--- src/rtl/display_chain_driver_if.sv ---
// Frame handshake bundle between user logic and display_chain_driver.
// Optional macro DISP_BRIGHT_EN adds the runtime 4-bit brightness field.
interface display_chain_driver_if #(
  parameter int NUM_CHARS = 16
);
  localparam int DOTS = 40 * NUM_CHARS;

  logic [DOTS-1:0] dots;
  logic            load;
  logic            ready;
  logic            frame_done;
`ifdef DISP_BRIGHT_EN
  logic [3:0]      brightness;
`endif

  modport master (
    output dots,
    output load,
    input  ready,
    input  frame_done
`ifdef DISP_BRIGHT_EN
    , output brightness
`endif
  );

  modport slave (
    input  dots,
    input  load,
    output ready,
    output frame_done
`ifdef DISP_BRIGHT_EN
    , input  brightness
`endif
  );
endinterface

--- src/rtl/display_chain_driver.sv ---
// Serial driver for a chain of HCMS-style 4-char dot-matrix displays, single clock domain.
// Optional macro DISP_BRIGHT_EN enables the runtime brightness control-word rewrite.
module display_chain_driver #(
  parameter int         NUM_CHARS  = 16,
  parameter int         CLK_HALF   = 27,
  parameter int         RST_CYCLES = 100,
  parameter logic [7:0] CTRL_WORD0 = 8'h7F
) (
  input  logic                   clock_27mhz,
  input  logic                   reset_b,
  display_chain_driver_if.slave  bus,
  output logic                   disp_blank,
  output logic                   disp_clock,
  output logic                   disp_rs,
  output logic                   disp_ce_b,
  output logic                   disp_reset_b,
  output logic                   disp_data_out
);
  localparam int DOTS      = 40 * NUM_CHARS;
  localparam int CTRL_BITS = 8 * (NUM_CHARS / 4);
  localparam int CNT_W     = $clog2(DOTS + 1);
  localparam int DIV_W     = $clog2(CLK_HALF);
  localparam int RCNT_W    = $clog2(RST_CYCLES + 1);

  localparam logic [CNT_W-1:0]  DOTS_C = CNT_W'(DOTS);
  localparam logic [CNT_W-1:0]  CTRL_C = CNT_W'(CTRL_BITS);
  localparam logic [DIV_W-1:0]  DIV_TC = DIV_W'(CLK_HALF - 1);
  localparam logic [RCNT_W-1:0] RST_TC = RCNT_W'(RST_CYCLES - 1);

  typedef enum logic [3:0] {
    ST_RST_WAIT = 4'd0,
    ST_RST_END  = 4'd1,
    ST_CLR      = 4'd2,
    ST_LAT_CLR  = 4'd3,
    ST_CTRL     = 4'd4,
    ST_LAT_CTRL = 4'd5,
    ST_IDLE     = 4'd6,
    ST_SHIFT    = 4'd7,
    ST_LAT_DOT  = 4'd8
  } state_t;

  state_t            r_state, w_state_nxt;
  logic [DIV_W-1:0]  r_div;
  logic              r_phase;
  logic              r_disp_clock;
  logic [CNT_W-1:0]  r_cnt, w_cnt_nxt;
  logic [DOTS-1:0]   r_sreg, w_sreg_nxt;
  logic [RCNT_W-1:0] r_rst_cnt, w_rst_cnt_nxt;
  logic              r_ce_b, w_ce_b_nxt;
  logic              r_rs, w_rs_nxt;
  logic              r_data, w_data_nxt;
  logic              r_disp_reset_b, w_disp_reset_b_nxt;
  logic              r_frame_done, w_frame_done_nxt;
  logic              r_ready;
  logic              w_tick;
  logic              w_bright_chg;
  logic [7:0]        w_ctrl_word;
  logic [CTRL_BITS-1:0] w_ctrl_rep;
  logic [DOTS-1:0]   w_ctrl_sreg;
`ifdef DISP_BRIGHT_EN
  logic [3:0]        r_last_bright, w_last_bright_nxt;

  assign w_ctrl_word  = {2'b01, 2'b11, bus.brightness};
  assign w_bright_chg = (bus.brightness != r_last_bright);
`else
  assign w_ctrl_word  = CTRL_WORD0;
  assign w_bright_chg = 1'b0;
`endif

  assign w_ctrl_rep  = {(NUM_CHARS / 4){w_ctrl_word}};
  assign w_ctrl_sreg = {w_ctrl_rep, {(DOTS - CTRL_BITS){1'b0}}};
  // Pin updates happen only where phase goes 0->1, i.e. on the disp_clock falling edge.
  assign w_tick      = (r_div == DIV_TC) && !r_phase;

  // Half-period divider producing the display shift clock.
  always_ff @(posedge clock_27mhz or negedge reset_b) begin
    if (!reset_b) begin
      r_div        <= '0;
      r_phase      <= 1'b0;
      r_disp_clock <= 1'b1;
    end else if (r_div == DIV_TC) begin
      r_div        <= '0;
      r_phase      <= ~r_phase;
      r_disp_clock <= r_phase;
    end else begin
      r_div        <= r_div + DIV_W'(1);
    end
  end

  // Next-state and pin values; shift states emit one bit per tick until the count hits 0.
  always_comb begin
    w_state_nxt        = r_state;
    w_cnt_nxt          = r_cnt;
    w_sreg_nxt         = r_sreg;
    w_rst_cnt_nxt      = r_rst_cnt;
    w_ce_b_nxt         = r_ce_b;
    w_rs_nxt           = r_rs;
    w_data_nxt         = r_data;
    w_disp_reset_b_nxt = r_disp_reset_b;
    w_frame_done_nxt   = 1'b0;
`ifdef DISP_BRIGHT_EN
    w_last_bright_nxt  = r_last_bright;
`endif
    case (r_state)
      ST_RST_WAIT: begin
        w_disp_reset_b_nxt = 1'b0;
        if (r_rst_cnt == RST_TC) begin
          w_state_nxt = ST_RST_END;
        end else begin
          w_rst_cnt_nxt = r_rst_cnt + RCNT_W'(1);
        end
      end
      ST_RST_END: begin
        w_disp_reset_b_nxt = 1'b1;
        w_cnt_nxt          = DOTS_C;
        w_sreg_nxt         = '0;
        w_state_nxt        = ST_CLR;
      end
      ST_CLR, ST_CTRL, ST_SHIFT: begin
        if (w_tick && (r_cnt != '0)) begin
          w_ce_b_nxt = 1'b0;
          w_rs_nxt   = (r_state == ST_CTRL);
          w_data_nxt = r_sreg[DOTS-1];
          w_sreg_nxt = {r_sreg[DOTS-2:0], 1'b0};
          w_cnt_nxt  = r_cnt - CNT_W'(1);
        end else if (w_tick) begin
          w_ce_b_nxt = 1'b1;
          w_data_nxt = 1'b0;
          case (r_state)
            ST_CLR:  w_state_nxt = ST_LAT_CLR;
            ST_CTRL: w_state_nxt = ST_LAT_CTRL;
            default: w_state_nxt = ST_LAT_DOT;
          endcase
        end else begin
          w_state_nxt = r_state;
        end
      end
      ST_LAT_CLR: begin
        if (w_tick) begin
          w_state_nxt = ST_CTRL;
          w_cnt_nxt   = CTRL_C;
          w_sreg_nxt  = w_ctrl_sreg;
`ifdef DISP_BRIGHT_EN
          w_last_bright_nxt = bus.brightness;
`endif
        end else begin
          w_state_nxt = r_state;
        end
      end
      ST_LAT_CTRL: begin
        if (w_tick) begin
          w_state_nxt = ST_IDLE;
          w_rs_nxt    = 1'b0;
        end else begin
          w_state_nxt = r_state;
        end
      end
      ST_IDLE: begin
        // A pending brightness rewrite wins over a load arriving in the same cycle.
        if (w_bright_chg) begin
          w_state_nxt = ST_CTRL;
          w_cnt_nxt   = CTRL_C;
          w_sreg_nxt  = w_ctrl_sreg;
`ifdef DISP_BRIGHT_EN
          w_last_bright_nxt = bus.brightness;
`endif
        end else if (bus.load) begin
          w_state_nxt = ST_SHIFT;
          w_cnt_nxt   = DOTS_C;
          w_sreg_nxt  = bus.dots;
        end else begin
          w_state_nxt = r_state;
        end
      end
      ST_LAT_DOT: begin
        if (w_tick) begin
          w_frame_done_nxt = 1'b1;
          w_state_nxt      = ST_IDLE;
        end else begin
          w_state_nxt = r_state;
        end
      end
      default: begin
        w_state_nxt = ST_RST_WAIT;
      end
    endcase
  end

  // FSM, counters, shift register and registered pins.
  always_ff @(posedge clock_27mhz or negedge reset_b) begin
    if (!reset_b) begin
      r_state        <= ST_RST_WAIT;
      r_cnt          <= '0;
      r_sreg         <= '0;
      r_rst_cnt      <= '0;
      r_ce_b         <= 1'b1;
      r_rs           <= 1'b0;
      r_data         <= 1'b0;
      r_disp_reset_b <= 1'b0;
      r_frame_done   <= 1'b0;
      r_ready        <= 1'b0;
`ifdef DISP_BRIGHT_EN
      r_last_bright  <= '0;
`endif
    end else begin
      r_state        <= w_state_nxt;
      r_cnt          <= w_cnt_nxt;
      r_sreg         <= w_sreg_nxt;
      r_rst_cnt      <= w_rst_cnt_nxt;
      r_ce_b         <= w_ce_b_nxt;
      r_rs           <= w_rs_nxt;
      r_data         <= w_data_nxt;
      r_disp_reset_b <= w_disp_reset_b_nxt;
      r_frame_done   <= w_frame_done_nxt;
      r_ready        <= (w_state_nxt == ST_IDLE);
`ifdef DISP_BRIGHT_EN
      r_last_bright  <= w_last_bright_nxt;
`endif
    end
  end

  assign disp_blank     = 1'b0;
  assign disp_clock     = r_disp_clock;
  assign disp_rs        = r_rs;
  assign disp_ce_b      = r_ce_b;
  assign disp_reset_b   = r_disp_reset_b;
  assign disp_data_out  = r_data;
  assign bus.ready      = r_ready;
  assign bus.frame_done = r_frame_done;
endmodule

--- src/flat_wrapper.sv ---
// flat-port wrapper written by rule: the top's interface ports become plain ports
module display_chain_driver_flat 
#(
  parameter int         NUM_CHARS  = 16,
  parameter int         CLK_HALF   = 27,
  parameter int         RST_CYCLES = 100,
  parameter logic [7:0] CTRL_WORD0 = 8'h7F
)
  (clock_27mhz, reset_b, disp_blank, disp_clock, disp_rs, disp_ce_b, disp_reset_b, disp_data_out, bus_dots, bus_load, bus_ready, bus_frame_done);
  display_chain_driver_if #(.NUM_CHARS(NUM_CHARS)) bus_i ();
  input  logic clock_27mhz;
  input  logic reset_b;
  output logic disp_blank;
  output logic disp_clock;
  output logic disp_rs;
  output logic disp_ce_b;
  output logic disp_reset_b;
  output logic disp_data_out;
  input wire logic [$bits(bus_i.dots)-1:0] bus_dots;
  input wire logic [$bits(bus_i.load)-1:0] bus_load;
  output wire logic [$bits(bus_i.ready)-1:0] bus_ready;
  output wire logic [$bits(bus_i.frame_done)-1:0] bus_frame_done;
  assign bus_i.dots = bus_dots;
  assign bus_i.load = bus_load;
  assign bus_ready = bus_i.ready;
  assign bus_frame_done = bus_i.frame_done;
  display_chain_driver #(.NUM_CHARS(NUM_CHARS), .CLK_HALF(CLK_HALF), .RST_CYCLES(RST_CYCLES), .CTRL_WORD0(CTRL_WORD0)) u_core (.clock_27mhz(clock_27mhz), .reset_b(reset_b), .bus(bus_i), .disp_blank(disp_blank), .disp_clock(disp_clock), .disp_rs(disp_rs), .disp_ce_b(disp_ce_b), .disp_reset_b(disp_reset_b), .disp_data_out(disp_data_out));
endmodule
--- config.mk ---
export PLATFORM = sky130hd
export DESIGN_NAME = display_chain_driver_flat
export DESIGN_NICKNAME = d
export VERILOG_FILES = /design/src/rtl/display_chain_driver_if.sv /design/src/rtl/display_chain_driver.sv /design/src/flat_wrapper.sv
export SDC_FILE = /design/constraint.sdc
export NUM_CORES = 1
export LEC_CHECK = 0
export ABC_AREA = 1
export CORE_UTILIZATION = 43
export DETAILED_ROUTE_END_ITERATION = 16
export GPL_TIMING_DRIVEN = 0
export HOLD_SLACK_MARGIN = 0.03
export PLACE_DENSITY = 0.69
export SYNTH_ARGS = -nofsm -noshare
export SYNTH_HDL_FRONTEND = slang
export SYNTH_SLANG_ARGS = --single-unit
--- constraint.sdc ---
create_clock -name clock_27mhz -period 4.1 [get_ports clock_27mhz]
set_input_delay 1.23 -clock clock_27mhz [delete_from_list [all_inputs] [get_ports clock_27mhz]]
set_output_delay 1.23 -clock clock_27mhz [all_outputs]
set_load 0.03 [all_outputs]
# ---- Yosys cells after proc, flatten, opt, wreduce, memory -nomap -nowiden
# Cells that the tools add are included.
dict set report word_totals {
  reg_bits 674
  latchBits 0
  mem_bits_rw 0
  rom_bits 0
  inputBits 643
  out_inout_bits 8
  elab_cells 74
  memories 0
}
dict set report classes {
  addsub 3
  mul 0
  div_mod_pow 0
  magnitude_cmp 0
  eq_ne 15
  shifts 0
  n_mux 26
  n_bitwise 2
  reduce_logical 15
}
# cell n
set ops {}
lappend ops {{one-hot mux 640 bit (4 select lines)} 1}
lappend ops {{2-to-1 mux 640 bit} 3}
lappend ops {{one-hot mux 10 bit (4 select lines)} 1}
lappend ops {{2-to-1 mux 10 bit} 3}
lappend ops {{2-to-1 mux 4 bit} 6}
lappend ops {{one-hot mux 4 bit (6 select lines)} 1}
lappend ops {{equality test 4 x 3 -> 1 bit (second input constant)} 5}
lappend ops {{nonzero test 10 bit} 1}
lappend ops {{subtractor 10 x 1 -> 10 bit (second input constant)} 1}
lappend ops {{equality test 4 x 2 -> 1 bit (second input constant)} 2}
lappend ops {{one-hot mux 4 bit (2 select lines)} 1}
lappend ops {{adder 7 x 1 -> 7 bit (second input constant)} 1}
lappend ops {{equality test 7 bit (second input constant)} 1}
lappend ops {{2-to-1 mux 1 bit} 7}
lappend ops {{inequality test 2 x 1 -> 1 bit (second input constant)} 3}
lappend ops {{nonzero test 2 bit} 3}
lappend ops {{adder 5 x 1 -> 5 bit (second input constant)} 1}
lappend ops {{equality test 5 bit (second input constant)} 1}
lappend ops {{2-to-1 mux 5 bit} 1}
lappend ops {{equality test 4 x 1 -> 1 bit (second input constant)} 1}
lappend ops {{equality test 4 bit (second input constant)} 1}
lappend ops {{logical NOT 4 bit} 1}
lappend ops {{one-hot mux 1 bit (2 select lines)} 2}
lappend ops {{AND reduction 2 bit} 2}
lappend ops {{other kinds (9)} 11}

# ---- Logic depth before layout (Yosys ltp)
dict set report logic_depth {
  depth_word 6
  ltp_mapped 15
  mapped_depth_nobuf 12
}

# ---- Worst setup path after synthesis
# Ideal clock, no wire load.
dict set report synth_path {
  kind {input to register}
  startpoint {in bus_load}
  endpoint {reg u_core.r_sreg[561]}
  setup_time_ns 0.130
  arrival_time_ns 2.145
  required_time_ns 3.970
  setup_slack_ns 1.825
  stages 9
  path_buffers 3
  path_cell_list {o21ai_0 inv_1 nand3_4 inv_2 buf_4 buf_6 buf_4 nand2_1 o21ai_0}
}
dict set report synth_via {
  elab_chain_len 2
}
# item line_no
set synth_rtl {}
lappend synth_rtl {{start: declaration} flat_wrapper.sv:20} ;# input wire logic [$bits(bus_i.load)-1:0] bus_load;
lappend synth_rtl {{inequality test 2 bit (no source line)} --}
lappend synth_rtl {{AND reduction 4 bit (no source line)} --}
lappend synth_rtl {{end signal: assignment} display_chain_driver.sv:208} ;# r_sreg <= w_sreg_nxt;
lappend synth_rtl {{end: declaration} display_chain_driver.sv:47} ;# logic [DOTS-1:0] r_sreg, w_sreg_nxt;
# No other way between the ends.
# A chain may end at the register's enable or synchronous reset.

# ---- Final worst setup path
dict set report layout_path {
  startpoint {reg u_core.r_disp_clock (netlist: u_core.disp_clock)}
  endpoint {out disp_clock}
}
# item line_no
set layout_rtl {}
lappend layout_rtl {{start: declaration} display_chain_driver.sv:45} ;# logic r_disp_clock;
lappend layout_rtl {{start signal: assignment} display_chain_driver.sv:84} ;# r_disp_clock <= r_phase;
lappend layout_rtl {{end: declaration} flat_wrapper.sv:14} ;# output logic disp_clock;
# No word-level cell between the ends.

==> flow_summary.yaml <==
clock_network:
  postCtsSetupBuffers: 0
  cts_tree: "built"
  cts_max_path_buffers: 3
  root_buffer: "clkbuf_16"
  ctsHoldBuffers: 0
  cts.clk_slew.worst_paths_ns: 0.06
  insertion_delay_ns: 0.61
  cts_max_level: 3
  cts_resized: 0
  cts.sinks: 674
  numCtsBuffers: 76
worst_setup_path:
  critPathRequiredTime_ns: 2.87
  crit_family: "buffers and inverters"
  start_kind: "register"
  cp_slowest_cell: "clkdlybuf4s50_1"
  critPathBufInv: 1
  critPathArrivalTime_ns: 1.89
  crit_type: "reg2out"
  crit_chain: "clkdlybuf4s50_1"
  crit_fanout: 2
  slowest_delay_ns: 0.75
  crit_path_end_kind: "primary output"
global_route:
  grt_pass1_wl_mm: 156
  grt_use_total: 0.249
  antenna_found_initial: 41
  overflow: 0
  grt_max_degree: 116
  grt_pass1_vias: 29700
routing:
  via_per_inst: 4.91
  dr_total_vias: 30500
  wl_mm: 98.5
  wl_per_cell_um: 15.8
  drc_errors: 0
  ant_nets: 0
  drt_iter0_markers: 2127
  firstDrtPassIters: 7
synthesis:
  synth_cells: 4382
  synth_seq_cells: 674
  ys_seq_area_frac: 0.508
  yosysUniqueCellTypes: 29
  synth_warnings: 0
  synth_fp_nets: 5030
  avgSynthCellArea_sq_um: 7.58
  yosysTopAreaCell: "dfrtp_1"
  yosysTopAreaCellShare: 0.506
  synth_area_leaders: "dfrtp_1 51%, nand2_1 15%, o21ai_0 10%, o21ai_1 9.0%, inv_1 7.6%"
  synth_area_sq_um: 33200
layout:
  fin_area_sq_um: 43800
  n_fill_cell: 6997
  drive_gt1_frac: 0.0555
  nets: 5763
  postLayoutCoreUtil: 0.575
  syn_to_final_growth_pct: 31.9
power_and_ir_drop:
  seqPwrFrac: 0.459
  combPwrFrac: 0.057
  vdd_drop_max_mv: 0.204
  pwr-share-clk: 0.484
  p_switching_mw: 3.04
  p_sw_frac: 0.210
  internal_power_mw: 11.4
  leakage_nw: 18.6
  p_per_area_nw_per_um2: 331
placement:
  post-place-ws_ns: 0.804
  place_congestion: 0.878
  place_area_sq_um: 41200
  hpwl_mm: 72.4
  io_buffers: 649
floorplan:
  core_sq_um: 76200
  initial_core_util: 0.436
  die_area_sq_um: 78400
  rows: 101
  die-width_um: 280
  io_pins: 651
  fp.dieH_um: 280
timing:
  grt_setup_unrepaired: "no"
  fin_skew_ns: 0.0203
  worst_pin_slew_ns: 0.873
  setup_viol: 0
  hold_viol: 0
  min_period_ns: 3.12
  finalWorstSetupSlack_ns: 0.979
  slew_viol_final: 0
  relSlewSlack: 0.418
  timing.fmax_mhz: 320
  final.setup.tns_ns: 0
  post-route-period-util: 0.761
job:
  cap_violations: 0
status:
  outcome: "finished, final reports clean"
min_path:
  hold_path_class: "in2async"
[layout by cell type (no fill, tap or decap), drive strengths merged]
master	Yosys	routed
xor2	9	9
nand3	19	19
dfrtp	672	672
o21ai	1269	1269
a21oi	6	6
nor2	38	38
clkinvlp	0	1
clkinv	0	10
xnor2	2	2
nor3	4	4
inv	677	678
o22ai	1	1
mux2	1	1
clkdlybuf4s50	0	648
o211ai	29	29
or2	2	2
ha	5	5
bufinv	0	7
clkbuf	126	239
nand2	1355	1355
diode	0	20
dfstp	2	2
buf	164	171
conb	1	1
[kinds of logic after synthesis]
group                    synth area share
XOR/XNOR                          0.00290
other                            0.000113
flip-flops                          0.508
AND/OR/NAND/NOR                     0.162
AO/OA/AOI/OAI                       0.199
buffers and inverters               0.126
adder cells (fa/ha/maj)           0.00188
multiplexers                     0.000339
[cells in the mapped netlist (all sizes together)]
library cell,n
a21oi,6
buf,164
clkbuf,126
conb,1
dfrtp,672
dfstp,2
ha,5
inv,677
mux2,1
nand2,1355
nand3,19
nor2,38
nor3,4
o211ai,29
o21ai,1269
o22ai,1
or2,2
xnor2,2
xor2,9
[power by group through the flow]
| stage | Clock [mW] | Combinational (mW) | Sequential, mW |
|---|---|---|---|
| finish | 7.01 | 0.819 | 6.65 |
| global route | 7.42 | 0.873 | 6.65 |
| CTS | 7.15 | 0.832 | 6.65 |
| detailed placement | 0 | 0.827 | 6.77 |
| global placement | 0 | 0.810 | 6.80 |
| floorplan | 0 | 0.00193 | 6.78 |
[state kept, by name (all words and copies together) (netlist names)]
name                   cells
u_core.bus.frame_done      1
u_core.bus.ready           1
u_core.disp_ce_b           1
u_core.disp_clock          1
u_core.disp_data_out       1
u_core.disp_reset_b        1
u_core.disp_rs             1
u_core.r_cnt              10
u_core.r_div               5
u_core.r_phase             1
u_core.r_rst_cnt           7
u_core.r_sreg            640
u_core.r_state             4
[metrics by stage]
step / hold WS (ns) / instances / power, mW
finish: 0.480 / 6219 / 14.5
global route: 0.461 / 6217 / 14.9
CTS: 0.445 / 6199 / 14.6
detailed placement: 0.460 / 6067 / 7.60
global placement: 0.457 / 6061 / 7.60
floorplan: 0.442 / 4382 / 6.78
[worst register-to-register path: stages, from the launching register on]
cell and delay (ns):
dfrtp_1 0.43, inv_1 0.16, nor2_1 0.08, nand2_1 0.09, nand2_1 0.11, nor2_4 0.42
buf_2 0.41, buf_2 0.36, clkbuf_1 0.36, o21ai_0 0.16, nand2_1 0.08, o21ai_1 0.06
[metal layers]
metal | global-route usage | vias up | wire length [um]
met5 | 0 | - | 265
met4 | 0.0895 | 40 | 3030
met3 | 0.0523 | 208 | 5970
met2 | 0.421 | 797 | 47700
met1 | 0.315 | 14300 | 41600
li1 | - | 15200 | -
[path summary, 6_finish.rpt]
check	from	to	slack [ns]	cells after the start
max	u_core.disp_clock	disp_clock	0.98	1
min in group clock_27mhz	u_core.r_rst_cnt[6]	u_core.r_rst_cnt[6]	0.48	1
max reg2reg	u_core.r_state[1]	u_core.r_sreg[465]	1.27	11
min	reset_b	u_core.r_sreg[122]	0.48	1
max in group asynchronous	reset_b	u_core.disp_ce_b	1.78	4
min reg2reg	u_core.r_rst_cnt[6]	u_core.r_rst_cnt[6]	0.48	1
[layout make-up]
class,count,area (sq um),area share
Inverter,677,2540,0.0580
Buffer,290,1630,0.0373
Multi-Input combinational cell,2741,12200,0.278
Clock inverter,19,324,0.00740
Sequential cell,674,16900,0.385
Clock buffer,113,2250,0.0514
Tap cell,1030,1290,0.0294
Timing Repair Buffer,655,6670,0.152
Antenna cell,20,50.0,0.00114
(Power assumes the default switching activity.)
